--- config.mk ---
export PLATFORM = sky130hd
export DESIGN_NAME = servo_cmd_sched
export DESIGN_NICKNAME = d
export VERILOG_FILES = /design/src/rtl/servo_pkg.sv /design/src/rtl/cmd_fifo.sv /design/src/rtl/servo_cmd_sched.sv
export SDC_FILE = /design/constraint.sdc
export NUM_CORES = 1
export LEC_CHECK = 0
export ABC_AREA = 1
export BUFFER_PORTS_ARGS = -buffer_cell sky130_fd_sc_hd__clkbuf_2
export CELL_PAD_IN_SITES_DETAIL_PLACEMENT = 0
export CELL_PAD_IN_SITES_GLOBAL_PLACEMENT = 1
export CORE_ASPECT_RATIO = 1.75
export CORE_MARGIN = 2
export CORE_UTILIZATION = 30
export DETAILED_ROUTE_END_ITERATION = 16
export PLACE_DENSITY_LB_ADDON = 0.1
export SKIP_LAST_GASP = 1
export SLEW_MARGIN = 20
export SYNTH_ARGS = -nofsm -noshare
export SYNTH_HDL_FRONTEND = slang
export SYNTH_SLANG_ARGS = --single-unit
--- constraint.sdc ---
create_clock -name clk -period 2 [get_ports clk]
set_input_delay 0.1 -clock clk [delete_from_list [all_inputs] [get_ports clk]]
set_output_delay 0.1 -clock clk [all_outputs]
set_load 0.1 [all_outputs]
--- src/rtl/servo_pkg.sv ---
// Shared instruction format, clamp defaults and FSM encodings for the servo command scheduler.
package servo_pkg;

  localparam int unsigned INSTR_W     = 10;
  localparam int unsigned CH_FIELD_W  = 2;
  localparam int unsigned POS_FIELD_W = 8;

  localparam int unsigned CENTER  = 128;
  localparam int unsigned MIN_POS = 10;
  localparam int unsigned MAX_POS = 245;

  typedef struct packed {
    logic [CH_FIELD_W-1:0]  ch;
    logic [POS_FIELD_W-1:0] pos;
  } instr_t;

  typedef enum logic [1:0] {
    IDLE     = 2'd0,
    REARM    = 2'd1,
    WAIT_LOW = 2'd2
  } cap_state_e;

  typedef enum logic {
    A_IDLE  = 1'b0,
    A_DRAIN = 1'b1
  } app_state_e;

endpackage

--- src/rtl/cmd_fifo.sv ---
// Synchronous first-word-fall-through command queue; head entry is visible on rdata while not empty.
module cmd_fifo #(
  parameter int unsigned DATA_W = 10,
  parameter int unsigned DEPTH  = 4
) (
  input  logic                     clk,
  input  logic                     reset,
  input  logic                     push,
  input  logic [DATA_W-1:0]        wdata,
  input  logic                     pop,
  output logic [DATA_W-1:0]        rdata,
  output logic                     full,
  output logic                     empty,
  output logic [$clog2(DEPTH):0]   count
);

  localparam int unsigned PTR_W = $clog2(DEPTH);
  localparam int unsigned CNT_W = PTR_W + 1;

  logic [DATA_W-1:0] mem_q [DEPTH];
  logic [PTR_W-1:0]  wr_q, wr_d;
  logic [PTR_W-1:0]  rd_q, rd_d;
  logic [CNT_W-1:0]  cnt_q, cnt_d;
  logic              do_push;
  logic              do_pop;

  assign full    = (cnt_q == CNT_W'(DEPTH));
  assign empty   = (cnt_q == '0);
  assign count   = cnt_q;
  assign rdata   = mem_q[rd_q];
  assign do_push = push && !full;
  assign do_pop  = pop && !empty;

  always_comb begin
    wr_d  = wr_q;
    rd_d  = rd_q;
    cnt_d = cnt_q;
    if (do_push) wr_d = wr_q + PTR_W'(1);
    if (do_pop)  rd_d = rd_q + PTR_W'(1);
    // Simultaneous push and pop leaves occupancy unchanged.
    case ({do_push, do_pop})
      2'b10:   cnt_d = cnt_q + CNT_W'(1);
      2'b01:   cnt_d = cnt_q - CNT_W'(1);
      default: cnt_d = cnt_q;
    endcase
  end

  always_ff @(posedge clk) begin
    if (reset) begin
      wr_q  <= '0;
      rd_q  <= '0;
      cnt_q <= '0;
    end else begin
      wr_q  <= wr_d;
      rd_q  <= rd_d;
      cnt_q <= cnt_d;
    end
  end

  always_ff @(posedge clk) begin
    if (do_push) mem_q[wr_q] <= wdata;
  end

endmodule

--- src/rtl/servo_cmd_sched.sv ---
// Captures serial servo instructions into a queue and applies them to per-channel
// position registers in a burst at each PWM frame boundary.
module servo_cmd_sched #(
  parameter int unsigned NUM_CH     = 4,
  parameter int unsigned POS_W      = 8,
  parameter int unsigned FIFO_DEPTH = 4,
  parameter int unsigned MIN_POS    = servo_pkg::MIN_POS,
  parameter int unsigned MAX_POS    = servo_pkg::MAX_POS,
  parameter int unsigned CENTER     = servo_pkg::CENTER
) (
  input  logic                         clk,
  input  logic                         reset,
  input  logic                         instr_ready,
  input  logic [servo_pkg::INSTR_W-1:0] instr,
  output logic                         rx_rearm,
  input  logic                         frame_start,
  output logic [NUM_CH*POS_W-1:0]      pos_out,
  output logic [NUM_CH-1:0]            update_strobe,
  output logic                         fifo_full,
  output logic                         busy,
  output logic [7:0]                   drop_count
);

  localparam int unsigned CH_W    = servo_pkg::CH_FIELD_W;
  localparam int unsigned ENTRY_W = CH_W + POS_W;
  localparam int unsigned CNT_W   = $clog2(FIFO_DEPTH) + 1;

  servo_pkg::instr_t     instr_s;
  servo_pkg::cap_state_e cap_q, cap_d;
  servo_pkg::app_state_e app_q, app_d;

  logic [POS_W-1:0]        pos_clamped;
  logic                    push, drop, pop;
  logic [ENTRY_W-1:0]      fifo_rdata;
  logic                    fifo_empty;
  logic [CNT_W-1:0]        fifo_count;
  logic [CH_W-1:0]         head_ch;
  logic [POS_W-1:0]        head_pos;

  logic [CNT_W-1:0]        snap_q, snap_d;
  logic [7:0]              drop_q, drop_d;
  logic [NUM_CH*POS_W-1:0] pos_q, pos_d;
  logic [NUM_CH-1:0]       strobe_q, strobe_d;
  logic                    rearm_q, rearm_d;
  logic                    busy_q, busy_d;

  assign instr_s  = servo_pkg::instr_t'(instr);
  assign head_ch  = fifo_rdata[ENTRY_W-1 -: CH_W];
  assign head_pos = fifo_rdata[POS_W-1:0];

  // Clamp the raw position field into the mechanical limits.
  always_comb begin
    pos_clamped = POS_W'(instr_s.pos);
    if (32'(instr_s.pos) < MIN_POS)      pos_clamped = POS_W'(MIN_POS);
    else if (32'(instr_s.pos) > MAX_POS) pos_clamped = POS_W'(MAX_POS);
  end

  cmd_fifo #(
    .DATA_W (ENTRY_W),
    .DEPTH  (FIFO_DEPTH)
  ) u_fifo (
    .clk   (clk),
    .reset (reset),
    .push  (push),
    .wdata ({instr_s.ch, pos_clamped}),
    .pop   (pop),
    .rdata (fifo_rdata),
    .full  (fifo_full),
    .empty (fifo_empty),
    .count (fifo_count)
  );

  // Capture FSM: one push or drop per instruction, then rearm and wait for ready to fall.
  always_comb begin
    cap_d  = cap_q;
    push   = 1'b0;
    drop   = 1'b0;
    drop_d = drop_q;
    case (cap_q)
      servo_pkg::IDLE: begin
        if (instr_ready) begin
          if (fifo_full) drop = 1'b1;
          else           push = 1'b1;
          cap_d = servo_pkg::REARM;
        end
      end
      servo_pkg::REARM:    cap_d = servo_pkg::WAIT_LOW;
      servo_pkg::WAIT_LOW: if (!instr_ready) cap_d = servo_pkg::IDLE;
      default:             cap_d = servo_pkg::IDLE;
    endcase
    if (drop && (drop_q != 8'hFF)) drop_d = drop_q + 8'd1;
    rearm_d = (cap_d == servo_pkg::REARM);
  end

  // Apply FSM: drain only the entries present at the frame boundary.
  always_comb begin
    app_d    = app_q;
    snap_d   = snap_q;
    pop      = 1'b0;
    pos_d    = pos_q;
    strobe_d = '0;
    case (app_q)
      servo_pkg::A_IDLE: begin
        if (frame_start) begin
          snap_d = fifo_count;
          if (fifo_count != '0) app_d = servo_pkg::A_DRAIN;
        end
      end
      servo_pkg::A_DRAIN: begin
        pop    = !fifo_empty;
        snap_d = snap_q - CNT_W'(1);
        if (snap_q <= CNT_W'(1)) app_d = servo_pkg::A_IDLE;
      end
      default: app_d = servo_pkg::A_IDLE;
    endcase
    if (pop) begin
      for (int c = 0; c < NUM_CH; c++) begin
        if (int'(head_ch) == c) begin
          pos_d[c*POS_W +: POS_W] = head_pos;
          strobe_d[c]             = 1'b1;
        end
      end
    end
    busy_d = (app_d == servo_pkg::A_DRAIN);
  end

  always_ff @(posedge clk) begin
    if (reset) begin
      cap_q    <= servo_pkg::IDLE;
      app_q    <= servo_pkg::A_IDLE;
      snap_q   <= '0;
      drop_q   <= '0;
      pos_q    <= {NUM_CH{POS_W'(CENTER)}};
      strobe_q <= '0;
      rearm_q  <= 1'b0;
      busy_q   <= 1'b0;
    end else begin
      cap_q    <= cap_d;
      app_q    <= app_d;
      snap_q   <= snap_d;
      drop_q   <= drop_d;
      pos_q    <= pos_d;
      strobe_q <= strobe_d;
      rearm_q  <= rearm_d;
      busy_q   <= busy_d;
    end
  end

  assign pos_out       = pos_q;
  assign update_strobe = strobe_q;
  assign rx_rearm      = rearm_q;
  assign busy          = busy_q;
  assign drop_count    = drop_q;

endmodule

== Word-level counts from Yosys, hierarchy flattened ==
Memories as Yosys holds them, arrays and structs flattened. A register that Yosys moved wholly into a read port is not among the register bits.
Index checks and enable logic that the tools add are counted.
Word-level totals
  register bits: 58
  bits in latches: 0
  memory bits (writable): 40
  memory bits (read-only): 0
  bits of input ports: 14
  output and inout port bits: 47
  word-level logic and storage cells: 78
  memories: 1
Cells by class
  add/subtract/negate cells: 6
  multiply operators: 0
  divide/modulo/power cells: 0
  order comparisons: 3
  eq/ne operators: 11
  shift-type cells: 0
  muxes and demuxes: 27
  bitwise gates (word level): 2
  reductions and logical operators: 15
Memories
  u_fifo.mem_q: words 4, bits a word 10, rd ports 1, clocked after memory_dff 1, write ports 1, line cmd_fifo.sv:20  | logic [DATA_W-1:0] mem_q [DEPTH];
Operators with widths (number)
  $mux W1: 16
  $mux W8: 2
  $pmux W3 S2: 2
  $add A8 B1 Y8 const B: 1
  $eq A2 B1 Y1 const B: 4
  $eq A2 B2 Y1 const B: 4
  $gt A8 B8 Y1 const B: 1
  $lt A8 B4 Y1 const B: 1
  $mux W2: 4
  $ne A8 B8 Y1 const B: 1
  $reduce_and A2 Y1: 4
  $pmux W2 S3: 1
  $sub A3 B1 Y3 const B: 2
  $add A2 B1 Y2 const B: 2
  $logic_not A2 Y1: 2
  $add A3 B1 Y3 const B: 1
  $eq A3 B3 Y1 const B: 1
  $le A3 B1 Y1 const B: 1
  $logic_and A1 B1 Y1: 3
  $logic_not A3 Y1: 1
  $mux W3: 1
  $reduce_bool A3 Y1: 1
  $logic_not A1 Y1: 2
  $ne A2 B2 Y1 const B: 1
  4 further kinds: 5

== Logic depth before layout (Yosys ltp) ==
  depth in word-level cells: 7
  gate-level depth with buffers: 11
  gate-level depth less buffers: 11

== By module ==
From an unflattened synthesis, not the netlist that was laid out.
Unflattened totals
  cell total of the unflattened synthesis: 465
  area, all modules: 4164.0 um^2
Modules (own cells, without submodules)
  servo_cmd_sched: instances 1, cells each 298, area each 2180.8 um^2, sequential area each 1021.0 um^2
  cmd_fifo: instances 1, cells each 167, area each 1983.2 um^2, sequential area each 1381.3 um^2

== Worst setup path before layout ==
OpenSTA, ideal clock, no wires.
  kind: flip-flop to flip-flop
  start: register busy (netlist name)
  end: register u_fifo.cnt_q[2], in the netlist u_fifo.count[2]
  setup time: 0.122 ns
  data arrival time: 2.409 ns
  required time: 1.878 ns
  path slack: -0.531 ns
  stages on the path, launching flop included: 10
  buffers on the path: 0
  period minus slack after synthesis: 2.531 ns
  path through: dfxtp_1 -> nand2_1 -> inv_4 -> ha_1 -> inv_1 -> fa_1 -> a21oi_1 -> o21ai_0 -> o21ai_0 -> a21oi_1
RTL lines
  end signal: assignment: line cmd_fifo.sv:56  | cnt_q <= cnt_d;
  end: declaration: line cmd_fifo.sv:23  | logic [CNT_W-1:0] cnt_q, cnt_d;

== Worst setup path in the final report ==
  start: register u_fifo.cnt_q[2], in the netlist u_fifo.count[2]
  end: register u_fifo.cnt_q[2], in the netlist u_fifo.count[2]
On the way
  elaborated cells between the ends (all ways): 16
  classes of those cells: 2 x add/sub; 3 x eq/ne; 5 x mux; 6 x reduce/logical
RTL lines
  $logic_not A3 Y1 *: line cmd_fifo.sv:28  | assign empty = (cnt_q == '0);
  $logic_not A1 Y1 *: line cmd_fifo.sv:32, servo_cmd_sched.sv:110
  $mux W1: line servo_cmd_sched.sv:102  | case (app_q)
  $logic_and A1 B1 Y1 *: line cmd_fifo.sv:32  | assign do_pop = pop && !empty;
  named net u_fifo.do_pop: line cmd_fifo.sv:25  | logic do_pop;
  $eq A2 B1 Y1 or $eq A2 B2 Y1 (tied branches): line cmd_fifo.sv:41  | case ({do_push, do_pop})
  $pmux W3 S2 or $reduce_bool A2 Y1 (tied branches)
The timed path passes the listed nets; every way through them passes the cells marked *.
A chain may end at the register's enable or synchronous reset.

==> flow_metrics.tcl <==
set metrics [dict create \
    rows 58 \
    syn-instance-count 507 \
    path_class "reg2reg" \
    grt_remaining_overflow 0 \
    layout_min_cycle_time_ps 1810 \
    drt-vias-per-instance 4.37 \
    synth-edff-count 40 \
    synth_top_cell_by_area "dfxtp_1" \
    start_util_pct 30.3 \
    syn2layout_area_growth_pct 19.6 \
    avgRoutedWirePerCell_um 13.0 \
    finalSetupViolations 0 \
    yosysWarnings 0 \
    die_height_um 163 \
    routed_wl_um 9910 \
    grt_pass1_vias 3097 \
    synthTopCellsByCount "nand2_1 (110), nor2_1 (105), dfxtp_1 (60), inv_1 (59), edfxtp_1 (40)" \
    h-tree-depth 3 \
    drc_errors 0 \
    vdd_ir_drop_max_v 0.000370 \
    cap_violations 0 \
    n_antenna_cell 0 \
    antenna_found_initial 0 \
    cp_max_fo 3 \
    placement.io_buffers 60 \
    fin_crit_sh_pct 90.4 \
    clk_pin_slew_ps 80 \
    core_um2 14200 \
    finalHoldViolations 0 \
    final_cells 760 \
    hold_path_class "in2reg" \
    max_freq_mhz 553 \
    firstDrtPassIters 4 \
    cts.path.max_buffers 2 \
    ys_seq_area_share_pct 55.7 \
    syn_area_um2 4310 \
    status "finished, final reports clean" \
    crit_path_end_kind "flop" \
    io-pin-count 61 \
    grt_pass1_wl_um 15900 \
    synth.most_common_cell "nand2_1" \
    layout-drive-gt1-share_pct 20.3 \
    synth_top_area_share_pct 27.9 \
    power.density_nw_per_um2 896 \
    fin_tns_setup_ps 0 \
    grt_max_degree 42 \
    place.gp.congestion 0.759 \
    clock-sinks 100 \
    vias 3322 \
    setup.worst_path.start_class "flop" \
    power_mw 4.62 \
    grt_usage_pct 13.6 \
    cts_buffers 9 \
    nets 597 \
    postCtsSetupRepairBufs 0 \
    max_slew_margin_pct 62.2 \
    synthDistinctLibCells 32 \
    dp_hpwl_um 7320 \
    worstPathArrival_ps 2030 \
    leakage_nw 2.33 \
    drtIter0Drc 109 \
    synth_fp_nets 529 \
    slew_viol_final 0 \
    worstMarginPinSlew_ps 569 \
    async_reset_ff_share_pct 0 \
    worstPathRequired_ps 2230 \
    ant_nets 0 \
    dieArea_um2 15400 \
    fin_skew_ps 12.5 \
    synthTopCellsByArea "dfxtp_1 (28%), edfxtp_1 (28%), nand2_1 (9.6%)" \
    cts_root_buf "clkbuf_16" \
    die_w_um 94.6 \
    cts_tree "done" \
    synth_ff_type "dfxtp_1" \
    dp_cells 741 \
    clock_latency_ps 350 \
    synth_seq_cells 100 \
    synth.avg_cell_area_um2 8.50 \
]
==> where the power goes <==
group	switching (mW)	internal, mW	leakage [nW]
Clock	0.796	0.988	0.147
Combinational	0.437	0.145	1.33
Sequential	0.0415	2.21	0.853
Total	1.27	3.34	2.33
==> per-layer routing <==
layer | global-route usage, % | wire, um
met1 | 15.5 | 4270
met5 | 0 | 0
met3 | 2.55 | 298
met4 | 5.34 | 93
met2 | 24.6 | 5250
==> area by class of cell <==
type,instances,area (um2)
clock buffers,9,225
clock inverters,7,81.3
fillers,1553,9070
inverters,67,254
multi-input cells,320,1530
flip-flops and latches,100,2410
well taps,180,225
repair buffers,77,435
==> state kept, by name, indices dropped and copies added (netlist names), named ones only <==
signal / flops
update_strobe: 4
rx_rearm: 1
u_fifo.mem_q: 40
cap_q: 2
pos_out: 32
u_fifo.rd_q: 2
u_fifo.wr_q: 2
busy: 1
drop_count: 8
u_fifo.count: 3
snap_q: 3
==> placed cells by master (no fill, tap or decap), drive strengths merged <==
cell and count:
nand2 119, nor2 105, clkbuf 69, inv 68
dfxtp 60, edfxtp 40, o21ai 33, nand3 20
a21oi 15, buf 14, o22ai 8, ha 7
clkinv 4, dlygate4sd3 3, nand4 2, o21bai 2
xor2 2, or2 2, nor3 1, a211oi 1
a31oi 1, o221ai 1, fa 1, bufinv 1
clkinvlp 1
==> cells by family (layout without fill, tap and decap cells) <==
kind of cell,after synthesis,after routing,synth area share (%)
buffers and inverters,87,160,8.91
AOI/OAI and AO/OA,61,61,7.75
adders and majority gates,8,8,2.50
DFF,100,100,55.7
xor gates and xnor gates,2,2,0.407
and+or+nand+nor,249,249,24.7
==> through the flow <==
step	hold slack (ps)	area [um2]	utilization [%]	setup slack, ps
2_1_floorplan	159	4320	-	46.1
3_3_place_gp	322	4820	33.9	155
3_5_place_dp	331	4820	33.9	143
4_1_cts	16.0	5150	36.2	136
5_1_grt	17.2	5150	36.2	-5.99
6_report	18.8	5150	36.2	191
==> what timing repair did <==
item                                   4_1_cts  5_1_grt
setup endpoints to repair                    0        1
resized for setup                            0        2
endpoints found under the hold margin       12        0
hold buffers                                 3        0
==> path summary, 6_finish.rpt <==
check                       start            endpoint  slack (ps)  depth (start not counted)
setup / recovery  u_fifo.count[2]     u_fifo.count[2]         190                         11
hold / removal           instr[6]  u_fifo.mem_q[3][6]          20                          1
setup reg to reg  u_fifo.count[2]     u_fifo.count[2]         190                         11
hold reg to reg          cap_q[1]            cap_q[1]         450                          1
==> worst max-delay path, cell delays in order, from the launching register on <==
cell     delay (ps)
dfxtp_1         370
inv_2            60
nand3_1         110
nand2_2          90
inv_4            60
ha_1            130
inv_1            60
fa_1            380
a21oi_1         140
o21ai_0         120
o21ai_1         130
a21oi_1          50
Note: power is estimated with default switching activity, not from simulation.
